## src/rtl/reg_file.sv

```systemverilog
// 32 x 32-bit RISC-V integer register file: two combinational read ports, one synchronous write port.
// x0 reads as zero, and a same-cycle write is forwarded to any read port that addresses it.
module reg_file #(
  parameter int DATA_WIDTH = 32,
  parameter int ADDR_WIDTH = 5
) (
  input  logic                  clock,
  input  logic                  reset,
  input  logic                  wEn,
  input  logic [DATA_WIDTH-1:0] write_data,
  input  logic [ADDR_WIDTH-1:0] read_reg1,
  input  logic [ADDR_WIDTH-1:0] read_reg2,
  input  logic [ADDR_WIDTH-1:0] write_reg,
  output logic [DATA_WIDTH-1:0] read_data1,
  output logic [DATA_WIDTH-1:0] read_data2
);

  localparam int NUM_REGS = 2 ** ADDR_WIDTH;
  localparam logic [ADDR_WIDTH-1:0] ZERO_ADDR = {ADDR_WIDTH{1'b0}};
  localparam logic [DATA_WIDTH-1:0] ZERO_DATA = {DATA_WIDTH{1'b0}};

  logic [DATA_WIDTH-1:0] regs_r [NUM_REGS];
  logic                  wr_valid_s;
  logic                  fwd1_s;
  logic                  fwd2_s;

  // Writes to x0 never take effect, so gate them out once here.
  always_comb begin
    wr_valid_s = 1'b0;
    if (wEn && (write_reg != ZERO_ADDR)) begin
      wr_valid_s = 1'b1;
    end else begin
      wr_valid_s = 1'b0;
    end
  end

  // Forwarding match per read port.
  always_comb begin
    fwd1_s = 1'b0;
    fwd2_s = 1'b0;
    if (!reset && wr_valid_s) begin
      fwd1_s = (write_reg == read_reg1);
      fwd2_s = (write_reg == read_reg2);
    end else begin
      fwd1_s = 1'b0;
      fwd2_s = 1'b0;
    end
  end

  // Register storage; reset wins over a write in the same cycle.
  always_ff @(posedge clock) begin
    if (reset) begin
      for (int i = 0; i < NUM_REGS; i++) begin
        regs_r[i] <= ZERO_DATA;
      end
    end else if (wr_valid_s) begin
      regs_r[write_reg] <= write_data;
    end else begin
      regs_r[write_reg] <= regs_r[write_reg];
    end
  end

  // Read port 1.
  always_comb begin
    read_data1 = ZERO_DATA;
    if (reset || (read_reg1 == ZERO_ADDR)) begin
      read_data1 = ZERO_DATA;
    end else if (fwd1_s) begin
      read_data1 = write_data;
    end else begin
      read_data1 = regs_r[read_reg1];
    end
  end

  // Read port 2.
  always_comb begin
    read_data2 = ZERO_DATA;
    if (reset || (read_reg2 == ZERO_ADDR)) begin
      read_data2 = ZERO_DATA;
    end else if (fwd2_s) begin
      read_data2 = write_data;
    end else begin
      read_data2 = regs_r[read_reg2];
    end
  end

endmodule

```

## config.mk

```make
export PLATFORM = sky130hd
export DESIGN_NAME = reg_file
export DESIGN_NICKNAME = d
export VERILOG_FILES = /design/src/rtl/reg_file.sv
export SDC_FILE = /design/constraint.sdc
export NUM_CORES = 2
export LEC_CHECK = 0
export ABC_AREA = 0
export CAP_MARGIN = 0
export CORE_ASPECT_RATIO = 0.7
export CORE_UTILIZATION = 63
export DETAILED_ROUTE_END_ITERATION = 8
export GPL_TIMING_DRIVEN = 0
export PLACE_DENSITY = 0.82
export SKIP_CTS_REPAIR_TIMING = 1
export SLEW_MARGIN = 15
export SYNTH_ARGS = -nofsm -noshare
export SYNTH_HDL_FRONTEND = slang
export SYNTH_SLANG_ARGS = --single-unit
```

## constraint.sdc

```tcl
create_clock -name clock -period 7.1 [get_ports clock]
set_input_delay 2.13 -clock clock [delete_from_list [all_inputs] [get_ports clock]]
set_output_delay 2.13 -clock clock [all_outputs]
set_load 0.02 [all_outputs]
```

; ---- Yosys cells after proc, flatten, opt, wreduce, memory -nomap -nowiden
; Memory sizes are Yosys's and may differ from the RTL's.
; Cells that the tools add are included.
[classes]
addsub = 0
multipliers = 0
n_div = 0
order_cmp = 0
n_eq_ne = 3
n_shift = 0
n_mux = 19
bitwise_logic = 1
n_reduce_logical = 10
[op_table]
columns = op, count
row1 = $mux 32, 6
row2 = $reduce_or 32->1, 1
row3 = $mux 1, 12
row4 = $eq 5x5->1, 2
row5 = $logic_not 5->1, 2
row6 = $mux 5, 1
row7 = $reduce_bool 5->1, 1
row8 = $logic_and 1x1->1, 2
row9 = $logic_or 1x1->1, 2
row10 = $reduce_and 2->1, 1
row11 = $logic_not 1->1, 1
row12 = $ne 0x0->1, 1
row13 = $or 1x1->1, 1
[word_totals]
regBits = 0
latch_bits = 0
mem_bits_rw = 1024
romBits = 0
out_inout_bits = 64
word_cells = 34
memories = 1
[memory_table]
columns = memory, words, word_bits, rd, rd_ports_with_merged_regs, write_ports, line_no
row1 = regs_r, 32, 32, 2, 0, 32, 22  ; logic [DATA_WIDTH-1:0] regs_r [NUM_REGS];

; ---- Depth between registers and ports, before layout
[depth]
depth_word = 10
ltp_mapped = 9
depth_no_buf = 5

; ---- Least setup slack after synthesis
; Ideal clock, no wire load.
[synth_path]
path_kind = in2out
startpoint = input port read_reg2[0]
endpoint = output port read_data2[10]
t_arrival_ps = 4008
t_required_ps = 4970
slack_ps = 962
stages = 6
n_path_buf = 2
path_cell_list = buf_2 -> buf_1 -> mux4_2 -> a22oi_1 -> nand2_1 -> a221o_1
[synth_via]
elab_chain_len = 4
[synth_rtl]
columns = element, line_no
row1 = start: declaration, 12  ; input logic [ADDR_WIDTH-1:0] read_reg2,
row2 = "parallel branches: the longest is 3 deep, another holds $mem_v2 32x32", n/a
row3 = $mux 32 (*), 78  ; if (reset || (read_reg2 == ZERO_ADDR)) begin
row4 = end: declaration, 15  ; output logic [DATA_WIDTH-1:0] read_data2
; Every way passes the cells marked *.

; ---- Worst setup path in the final report
[layout_path]
startpoint = input port read_reg2[0]
endpoint = output port read_data2[18]
; Same word-level chain as after synthesis.

==> impl_summary.md <==
Place
The sum of net half-perimeters after detailed placement is 143000 um. The count of buffers added on input and output ports is approximately 100. The last weighted congestion value of the routability-driven placer is about 1.1.

STA
The final number of hold-violating endpoints came to 0. The slew of the pin with the lowest slew margin is between 0.9 and 1 ns. The final number of setup-violating endpoints is 25.

Static timing analysis puts the maximum clock frequency at 136 MHz. Measured against its own limit, the worst slew margin works out to 36.3%. The final total negative setup slack is -1.72 ns.

Setup repair after global routing could not meet its margin everywhere. The number of slew-limit violations in the final report is 0. In the post-route analysis, the smallest setup slack over all paths is -0.233 ns. The fraction of the cycle the final worst path needs is 103%.

The smallest clock period supported by the final layout is computed as 7.33 ns.

Synthesis
In this run, distinct cell masters in the synthesized netlist total 47. In the synthesized netlist the dominant register cell turns out to be sky130_fd_sc_hd__edfxtp_1. Ranked by total cell area, the synthesized netlist is headed by sky130_fd_sc_hd__edfxtp_1 (56%), sky130_fd_sc_hd__mux4_2 (16%), sky130_fd_sc_hd__and2_1 (11%), sky130_fd_sc_hd__mux2i_1 (2.9%), sky130_fd_sc_hd__mux2_2 (2.5%). The sequential-to-total area share from yosys stat is 55.7%. The number of synthesized flops with an enable pin is 1024. The netlist area before placement is 55200 um2. The total number of yosys warnings is 0. The cell type with the largest total area after synthesis is sky130_fd_sc_hd__edfxtp_1. Of the post-synthesis cell area, the dominant cell type holds 55.7%. The post-synthesis average cell area is between 10 and 15 um2. After synthesis, the share of flip-flops with an asynchronous set or reset is 0%. The post-synthesis cell count is between 3k and 4k. The flip-flop and latch count after synthesis is between 1k and 1.5k.

Flow run
The number of violations of the max-capacitance limit is 0.

Floorplanning
The starting utilization of the core area is between 60% and 70%. In this run the horizontal extent of the chip is approximately 360 um. between 100 and 150 I/O pins were placed.

Row generation in the floorplan step produced 90 rows. The die covers around 89000 um2. The floorplan step set the die height to 250 um.

In this run the standard cell core region covers 86500 um2.

Finish
The area growth from synthesis to layout is 16.9%. Summing all multi-input logic gate instances after layout gives 24800 um2. The number of flip-flops in the largest register is 1024.

The register area is between 30000 and 40000 um2. The net count of the finished layout is 4193. The proportion of layout cells with a drive suffix above 1 is approximately a quarter. In the final layout, the registers with the most flip-flops are regs_r x1024. The filler cell count is between 5k and 6k.

The utilization after layout is 74.6%. regs_r holds more flip-flops than any other register.

Clocking
In this run the deepest clock path goes through 3 buffers. In this run the clock root is driven by a sky130_fd_sc_hd__clkbuf_16. The tree built by TritonCTS fans out to ~1.0k sinks.

The clock tree from TritonCTS is built. Clock-pin slew was measured on the worst setup and hold paths at roughly 0.070 ns. The deepest level of the CTS H-tree is 3. The number of clock buffers added by TritonCTS is 96.

Drt
The first-pass iteration count of the detailed router is 9. In the routed layout, each cell is associated on average with a via count of 7.38. In the final routed layout, each cell accounts on average for roughly 37 um. Once detail routing completed, the nets flagged for antenna violations numbered 0.

The sum of routed wire length over all layers is a little under 200000 um. The total via count in the routed design is 39.7k. The post-route DRC violation count is 1.

The number of violations reported at the end of detailed-routing iteration 0 is between 8k and 9k.

Global routing
The number of antenna violations at the first check in global routing is 12. The overflow left after global routing is 0. The maximum number of pins on one net before global-route repair is 24. The global router's overall resource usage is 43.7%. The number of global-route vias before repair is between 30k and 40k. The wire length of the first global-routing pass is approximately 270000 um.

Pwr
The leakage power is about 23 nW. Dividing total power by cell area gives a power density of around 230 nW/um2. IR analysis of the VDD net gives a maximum drop of 0.000215 V.

Setup path
The maximum fanout along the worst path is 10. The kind of capture point of the worst setup path is an output pin. The worst setup path is launched from an input port. The type of the setup path with the least slack is in -> out.

Data arrives at the worst endpoint at 5.20 ns. The number of buffers and inverters on the critical path is 4. The critical path goes through buf_2, clkbuf_4, buf_2, mux2i_1, a221oi_4, a22oi_1, a21oi_2, a221o_1, clkdlybuf4s50_1. The biggest cell delay along the critical path is between 0.6 and 0.7 ns. The top cell family by delay on the critical path is buffers and inverters. The cell that appears most often on the critical path is sky130_fd_sc_hd__buf_2. The data required time at the worst endpoint is around 5 ns. The library cell contributing the largest single delay on the critical path is sky130_fd_sc_hd__clkdlybuf4s50_1.

Worst hold path
The worst hold path begins at write_data[18]. In this run the worst hold path is classified as in -> reg. The worst hold path terminates at regs_r[5][18]$_SDFFCE_PN0P_.

The cell count of the worst hold path is 2.

Run status
The run finished, with violations left. The checks that failed: DRC, setup timing.
## power by group
part | internal (mW) | switching, mW
Clock | 2.93 | 2.45
Combinational | 0.892 | 1.40
Sequential | 6.98 | 0.202
## worst max-delay path by stage
| stage | start | endpoint | slack (ns) | depth (start not counted) |
|---|---|---|---|---|
| floorplan | read_reg2[0] | read_data2[10] | 0.96 | 6 |
| finish | read_reg2[0] | read_data2[18] | -0.23 | 9 |
| detailed placement | read_reg1[4] | read_data1[13] | -1.67 | 9 |
| global route | read_reg2[0] | read_data2[18] | -0.16 | 9 |
| CTS | read_reg1[4] | read_data1[13] | -1.71 | 9 |
| global placement | reset | regs_r[21][26]$_SDFFCE_PN0P_ | -2.31 | 5 |
## cell families (layout without fill, tap and decap cells)
kind of cell | Yosys count | count (layout) | share of synthesized area [%]
DFF | 1024 | 1024 | 55.7
and+or+nand+nor | 1256 | 1256 | 13.4
other | 1 | 37 | 0.00679
AOI/OAI and AO/OA | 483 | 483 | 6.16
buffers and inverters | 425 | 747 | 3.29
xor gates and xnor gates | 10 | 10 | 0.159
muxes | 674 | 674 | 21.3
## cells in the final DEF (no fill, tap or decap), drive strengths merged, types with 63 or more instances in the layout
| cell type | n |
|---|---|
| a21oi | 94 |
| a221oi | 65 |
| a22oi | 96 |
| and2 | 994 |
| buf | 134 |
| clkbuf | 439 |
| clkdlybuf4s50 | 64 |
| edfxtp | 1024 |
| mux2 | 125 |
| mux2i | 162 |
| mux4 | 387 |
| nand2 | 100 |
| nor2 | 73 |
| o21ai | 63 |
## area by class of cell
type                    count  share of cell area, %
flip-flops and latches   1024                   47.7
multi-input cells        2455                   38.4
clock buffers             112                   3.85
plain buffers             420                   3.52
repair buffers            142                   3.20
well taps                1150                   2.23
clock inverters            69                   1.06
inverters                   4                 0.0330
diodes                      5                 0.0194
## synthesized netlist by cell type (62+ instances only)
cell,count
sky130_fd_sc_hd__mux2_2,125
sky130_fd_sc_hd__nand2_1,100
sky130_fd_sc_hd__a22oi_1,96
sky130_fd_sc_hd__a221oi_1,65
sky130_fd_sc_hd__mux4_2,387
sky130_fd_sc_hd__and2_1,993
sky130_fd_sc_hd__buf_2,88
sky130_fd_sc_hd__o22ai_1,62
sky130_fd_sc_hd__mux2i_1,162
sky130_fd_sc_hd__edfxtp_1,1024
sky130_fd_sc_hd__nor2_1,73
sky130_fd_sc_hd__clkbuf_1,298
sky130_fd_sc_hd__a21oi_1,94
sky130_fd_sc_hd__o21ai_0,62
## per-stage QoR
stage          instance area, um2  hold slack [ns]  power, mW  setup slack [ns]  instances
6_report                    64500             2.21       14.8            -0.233       5381
5_1_grt                     64500             2.26       15.0            -0.161       5378
4_1_cts                     62200             2.21       14.4             -1.71       5374
3_5_place_dp                59100             2.92       9.24             -1.67       5193
3_3_place_gp                57800             2.92       9.14             -2.31       5157
2_1_floorplan               55300             2.33       8.37             0.962       3904
## layer usage
layer	GRT usage [%]	wire [um]
met5	0	368
met4	14.7	8070
met3	25.4	42000
met2	57.6	80200
met1	60.3	67700
Note: power is estimated with default switching activity, not from simulation.
